**src/rtl/sync_debounce.sv**
```systemverilog
// rtl/sync_debounce.sv - synchroniser plus consecutive-sample debouncer with rise/fall pulses
//
// Purpose: brings an asynchronous level input into the clk domain through a
// SYNC_STAGES flop chain and only accepts a change of level once the synced
// value has differed from the current level for DEBOUNCE_CYCLES consecutive
// samples. A one-cycle rise or fall pulse accompanies every accepted change.
//
// Optional feature macro: DEBOUNCE_EVT_CNT_EN adds the EVT_W parameter and the
// evt_cnt output, a wrapping count of accepted rising changes.
//
// Ports:
//   clk        in   1      rising-edge clock
//   rst_n      in   1      synchronous active-low reset
//   async_in   in   1      raw asynchronous input
//   level_out  out  1      debounced level
//   rise_pulse out  1      high for the first cycle level_out shows 1 after 0
//   fall_pulse out  1      high for the first cycle level_out shows 0 after 1
//   evt_cnt    out  EVT_W  rise-event count (DEBOUNCE_EVT_CNT_EN only)
module sync_debounce #(
    parameter int SYNC_STAGES     = 2,
    parameter int DEBOUNCE_CYCLES = 4,
    parameter int RESET_LEVEL     = 0
`ifdef DEBOUNCE_EVT_CNT_EN
    ,
    parameter int EVT_W           = 8
`endif
) (
    input  logic             clk,
    input  logic             rst_n,
    input  logic             async_in,
    output logic             level_out,
    output logic             rise_pulse,
    output logic             fall_pulse
`ifdef DEBOUNCE_EVT_CNT_EN
    ,
    output logic [EVT_W-1:0] evt_cnt
`endif
);

    localparam int               CNT_W    = $clog2(DEBOUNCE_CYCLES + 1);
    localparam logic             RST_LVL  = (RESET_LEVEL != 0);
    localparam logic [CNT_W-1:0] CNT_LAST = CNT_W'(DEBOUNCE_CYCLES - 1);

    typedef enum logic [1:0] {
        STABLE_LO = 2'd0,
        PEND_HI   = 2'd1,
        STABLE_HI = 2'd2,
        PEND_LO   = 2'd3
    } state_e;

    localparam state_e RST_STATE = RST_LVL ? STABLE_HI : STABLE_LO;

    logic [SYNC_STAGES-1:0] sync_q, sync_d;
    state_e                 state_q, state_d;
    logic [CNT_W-1:0]       cnt_q, cnt_d;
    logic                   level_q, level_d;
    logic                   rise_q, rise_d;
    logic                   fall_q, fall_d;
    logic                   sync_out;
    logic                   differ;

    assign sync_out = sync_q[SYNC_STAGES-1];
    assign differ   = (sync_out != level_q);

    // Shift toward the MSB; the MSB is the fully synchronised sample.
    assign sync_d = {sync_q[SYNC_STAGES-2:0], async_in};

    always_comb begin
        state_d = state_q;
        cnt_d   = cnt_q;
        level_d = level_q;
        rise_d  = 1'b0;
        fall_d  = 1'b0;
        case (state_q)
            STABLE_LO, STABLE_HI: begin
                if (differ) begin
                    if (DEBOUNCE_CYCLES == 1) begin
                        // A single differing sample is already enough.
                        level_d = sync_out;
                        state_d = sync_out ? STABLE_HI : STABLE_LO;
                        rise_d  = sync_out;
                        fall_d  = ~sync_out;
                    end else begin
                        cnt_d   = CNT_W'(1);
                        state_d = (state_q == STABLE_LO) ? PEND_HI : PEND_LO;
                    end
                end
            end
            PEND_HI, PEND_LO: begin
                if (!differ) begin
                    // Bounce: drop the partial count, keep the old level.
                    cnt_d   = '0;
                    state_d = (state_q == PEND_HI) ? STABLE_LO : STABLE_HI;
                end else if (cnt_q == CNT_LAST) begin
                    cnt_d   = '0;
                    level_d = ~level_q;
                    state_d = (state_q == PEND_HI) ? STABLE_HI : STABLE_LO;
                    rise_d  = (state_q == PEND_HI);
                    fall_d  = (state_q == PEND_LO);
                end else begin
                    cnt_d = cnt_q + CNT_W'(1);
                end
            end
            default: begin
                cnt_d   = '0;
                level_d = RST_LVL;
                state_d = RST_STATE;
            end
        endcase
    end

    always_ff @(posedge clk) begin
        if (!rst_n) begin
            sync_q  <= {SYNC_STAGES{RST_LVL}};
            state_q <= RST_STATE;
            cnt_q   <= '0;
            level_q <= RST_LVL;
            rise_q  <= 1'b0;
            fall_q  <= 1'b0;
        end else begin
            sync_q  <= sync_d;
            state_q <= state_d;
            cnt_q   <= cnt_d;
            level_q <= level_d;
            rise_q  <= rise_d;
            fall_q  <= fall_d;
        end
    end

    assign level_out  = level_q;
    assign rise_pulse = rise_q;
    assign fall_pulse = fall_q;

`ifdef DEBOUNCE_EVT_CNT_EN
    logic [EVT_W-1:0] evt_q, evt_d;

    // Counts on the same edge that launches rise_pulse; wraps naturally.
    assign evt_d = rise_d ? (evt_q + EVT_W'(1)) : evt_q;

    always_ff @(posedge clk) begin
        if (!rst_n) begin
            evt_q <= '0;
        end else begin
            evt_q <= evt_d;
        end
    end

    assign evt_cnt = evt_q;
`endif

endmodule
```
**config.mk**
```make
export PLATFORM = sky130hd
export DESIGN_NAME = sync_debounce
export DESIGN_NICKNAME = d
export VERILOG_FILES = /design/src/rtl/sync_debounce.sv
export SDC_FILE = /design/constraint.sdc
export NUM_CORES = 1
export LEC_CHECK = 0
export CAP_MARGIN = 20
export CORE_AREA = 10 10 47 49
export DETAILED_ROUTE_END_ITERATION = 16
export DIE_AREA = 0 0 57 59
export GPL_ROUTABILITY_DRIVEN = 0
export HOLD_SLACK_MARGIN = 0.02
export REMOVE_ABC_BUFFERS = 1
export SYNTH_ARGS = -nofsm -noshare
export SYNTH_HDL_FRONTEND = slang
export SYNTH_SLANG_ARGS = --single-unit
```
**constraint.sdc**
```tcl
create_clock -name clk -period 3.15 [get_ports clk]
set_input_delay 0.63 -clock clk [delete_from_list [all_inputs] [get_ports clk]]
set_output_delay 0.63 -clock clk [all_outputs]
set_load 0.02 [all_outputs]
```
==> metrics.md <==
| Metric | Value |
|---|---|
| Placed cell area | `457 um2` |
| Final routed DRC violation total | `0` |
| Number of storage elements in the synthesis netlist | `10` |
| Core Footprint | `1400 um2` |
| Syn. warnings | `0` |
| Mean Syn Cell Area | `10.8 um2` |
| Post-Syn Area | `390 um2` |
| Worst path required time | `2.52 ns` |
| Resize count post-CTS | `0` |
| DRT iter0 DRCs | `4` |
| Height of the die | `59 um` |
| Total global routing track utilization | `4.20%` |
| Total negative slack | `0 ns` |
| Cell chain of the critical path | `clkdlybuf4s50_1` |
| Seq/Total Area, Yosys | `51.3%` |
| Placed Cells incl. Taps | `56` |
| CTS Hold Bufs | `0` |
| Clock network latency to the later pin of the worst-skew pair | `0.26 ns` |
| Post-route cell area | `493 um2` |
| Critical path's top delay family | `buffers and inverters` |
| Proportion of register bits with asynchronous set or reset after synthesis | `0%` |
| Fraction of layout instances using a drive strength above 1 | `18.2%` |
| First-pass iteration count of the detailed router | `4` |
| Class of the worst hold path | `flip-flop to flip-flop` |
| Count of pins on the block boundary | `6` |
| Reported leakage power | `0.222 nW` |
| CTS root buffer | `sky130_fd_sc_hd__clkbuf_4` |
| Post-CTS setup buffer count | `0` |
| Number of vias after detailed routing | `254` |
| Via count of the first global-routing pass | `234` |
| Arrival time reported for the critical path endpoint | `1.28 ns` |
| Initial antenna violation count | `0` |
| Maximum number of pins on one net before global-route repair | `10` |
| Antenna violation net count after detailed routing | `0` |
| Clock slew at reported path FFs | `0.06 ns` |
| Number of nets in the layout | `49` |
| Antenna diode instance count | `0` |
| Setup-failing EPs final | `0` |
| Die outline area | `3360 um2` |
| Critical path startpoint category | `flip-flop` |
| Predominant post-synthesis flop cell | `sky130_fd_sc_hd__dfxtp_1` |
| Routed vias/inst | `4.23` |
| Max cap viols | `0` |
| Unrepaired setup endpoints after global routing | `no` |
| Hold Vio Cnt, Final | `0` |
| TritonCTS clock tree | `done` |
| EDFF count, synth | `0` |
| Drt wl/cell | `9.43 um` |
| Floorplan die width | `57 um` |
| Highest fanout seen on the critical path | `3` |
| Slew @ Worst Pin | `0.330 ns` |
| Post-route total power | `0.250 mW` |
| Clk_skew | `0.00121 ns` |
| PD cells | `508 nW/um2` |
| Leftover overflow at the end of global routing | `0` |
| Num Clock Sinks | `10` |
| Maximum buffer depth of the clock tree | `2` |
| Library cells used by synthesis | `21` |
| Slowest stage cell on the critical path | `sky130_fd_sc_hd__clkdlybuf4s50_1` |
| Floorplan row count | `14` |
| Normalized max-slew margin | `78.0%` |
| Fin crit share | `60.8%` |
| Final Max Tran Viols | `0` |
| H-tree Lvls | `1` |
| Path type of the worst setup path | `flip-flop to primary output` |
| Final instance count without filler cells | `60` |
| Gate count after technology mapping | `36` |
| Final design utilization | `35.2%` |
| Achievable Freq | `522 MHz` |
| Estimated wirelength of the detail-placed design | `415 um` |
| Crit path buf inv count | `1` |
| First-pass GRT wire length | `1060 um` |
| Final wirelength | `566 um` |
| TritonCTS buffer count | `3` |
| Starting utilization of the core area | `27.9%` |
| Kind of capture point of the worst setup path | `primary output` |
| Layout overhead on the synthesized area | `26.3%` |
| # port buffers | `5` |
| Crit path largest cell delay | `0.63 ns` |
| Clock period minus worst slack | `1.91 ns` |
| Worst voltage drop across the vdd grid | `0.318 mV` |
| Result of the run | `finished, final reports clean` |
metrics by stage:
| step | hold slack, ns | setup slack (ns) |
|---|---|---|
| after floorplan | 0.412 | 2.00 |
| after global placement | 0.435 | 1.50 |
| after detailed placement | 0.427 | 1.47 |
| after CTS | 0.444 | 1.21 |
| after global routing | 0.454 | 1.18 |
| final | 0.437 | 1.24 |
report_power, final:
group	total, mW	internal, mW	switching (mW)	leakage (nW)
sequential	0.130	0.129	0.00168	0.0812
clock	0.112	0.0701	0.0419	0.0210
combinational	0.00805	0.00475	0.00330	0.120
placed cells by master, fill, tap and decap left out, drive strengths merged:
cell,instances
dfxtp,10
clkdlybuf4s50,5
clkbuf,4
nor2b,3
nor2,2
and2,2
nand3b,2
nand2,2
inv,1
xor2,1
nand4,1
and3,1
nor3b,1
and4b,1
o21a,1
o21ai,1
o211a,1
o22ai,1
or2,1
a21oi,1
mux2i,1
ha,1
cell usage after synthesis, drive strengths merged (2+ instances only):
master	n	share of area, %
and2	2	3.2
dfxtp	10	51
nand2	2	1.9
nand3b	2	3.8
nor2	2	1.9
nor2b	3	4.8
sequential cells by signal, summed over array words and instances, names as in the netlist, named ones only:
signal,flops
fall_pulse,1
level_out,1
sync_q,2
cnt_q,3
rise_pulse,1
state_q,1
routing by layer:
layer,track usage [%],up-vias,wire length (um),share of wire (%)
li1,-,138,-,-
met1,4.79,106,287,51
met5,0,-,0,0
met3,4.08,2,55,9.7
met4,3.02,0,8,1.4
met2,4.50,8,215,38
area by class of cell:
class	count	area, um2
clock buffers	4	36.3
fillers	140	908
inverters	1	3.75
multi-input cells	24	183
flip-flops and latches	10	200
well taps	16	20.0
repair buffers	5	50.0
cell families (layout without fill, tap and decap cells):
| kind of cell | after synthesis | count (layout) | share of synthesized area (%) |
|---|---|---|---|
| adders and majority gates | 1 | 1 | 3.20 |
| muxes | 1 | 1 | 2.56 |
| xor gates and xnor gates | 1 | 1 | 4.17 |
| and+or+nand+nor | 16 | 16 | 26.6 |
| AOI/OAI and AO/OA | 5 | 5 | 10.3 |
| DFF | 10 | 10 | 51.3 |
| buffers and inverters | 2 | 10 | 1.92 |
path summary, 6_finish.rpt:
kind                             endpoint  startpoint  slack (ns)  depth (start not counted)
worst max-delay path            level_out   level_out        1.24                          1
worst min register to register  sync_q[1]   sync_q[0]        0.44                          1
worst min-delay path            sync_q[1]   sync_q[0]        0.44                          1
worst max register to register   cnt_q[1]    cnt_q[0]        1.86                          4
Power figures use the tool's default switching activity.
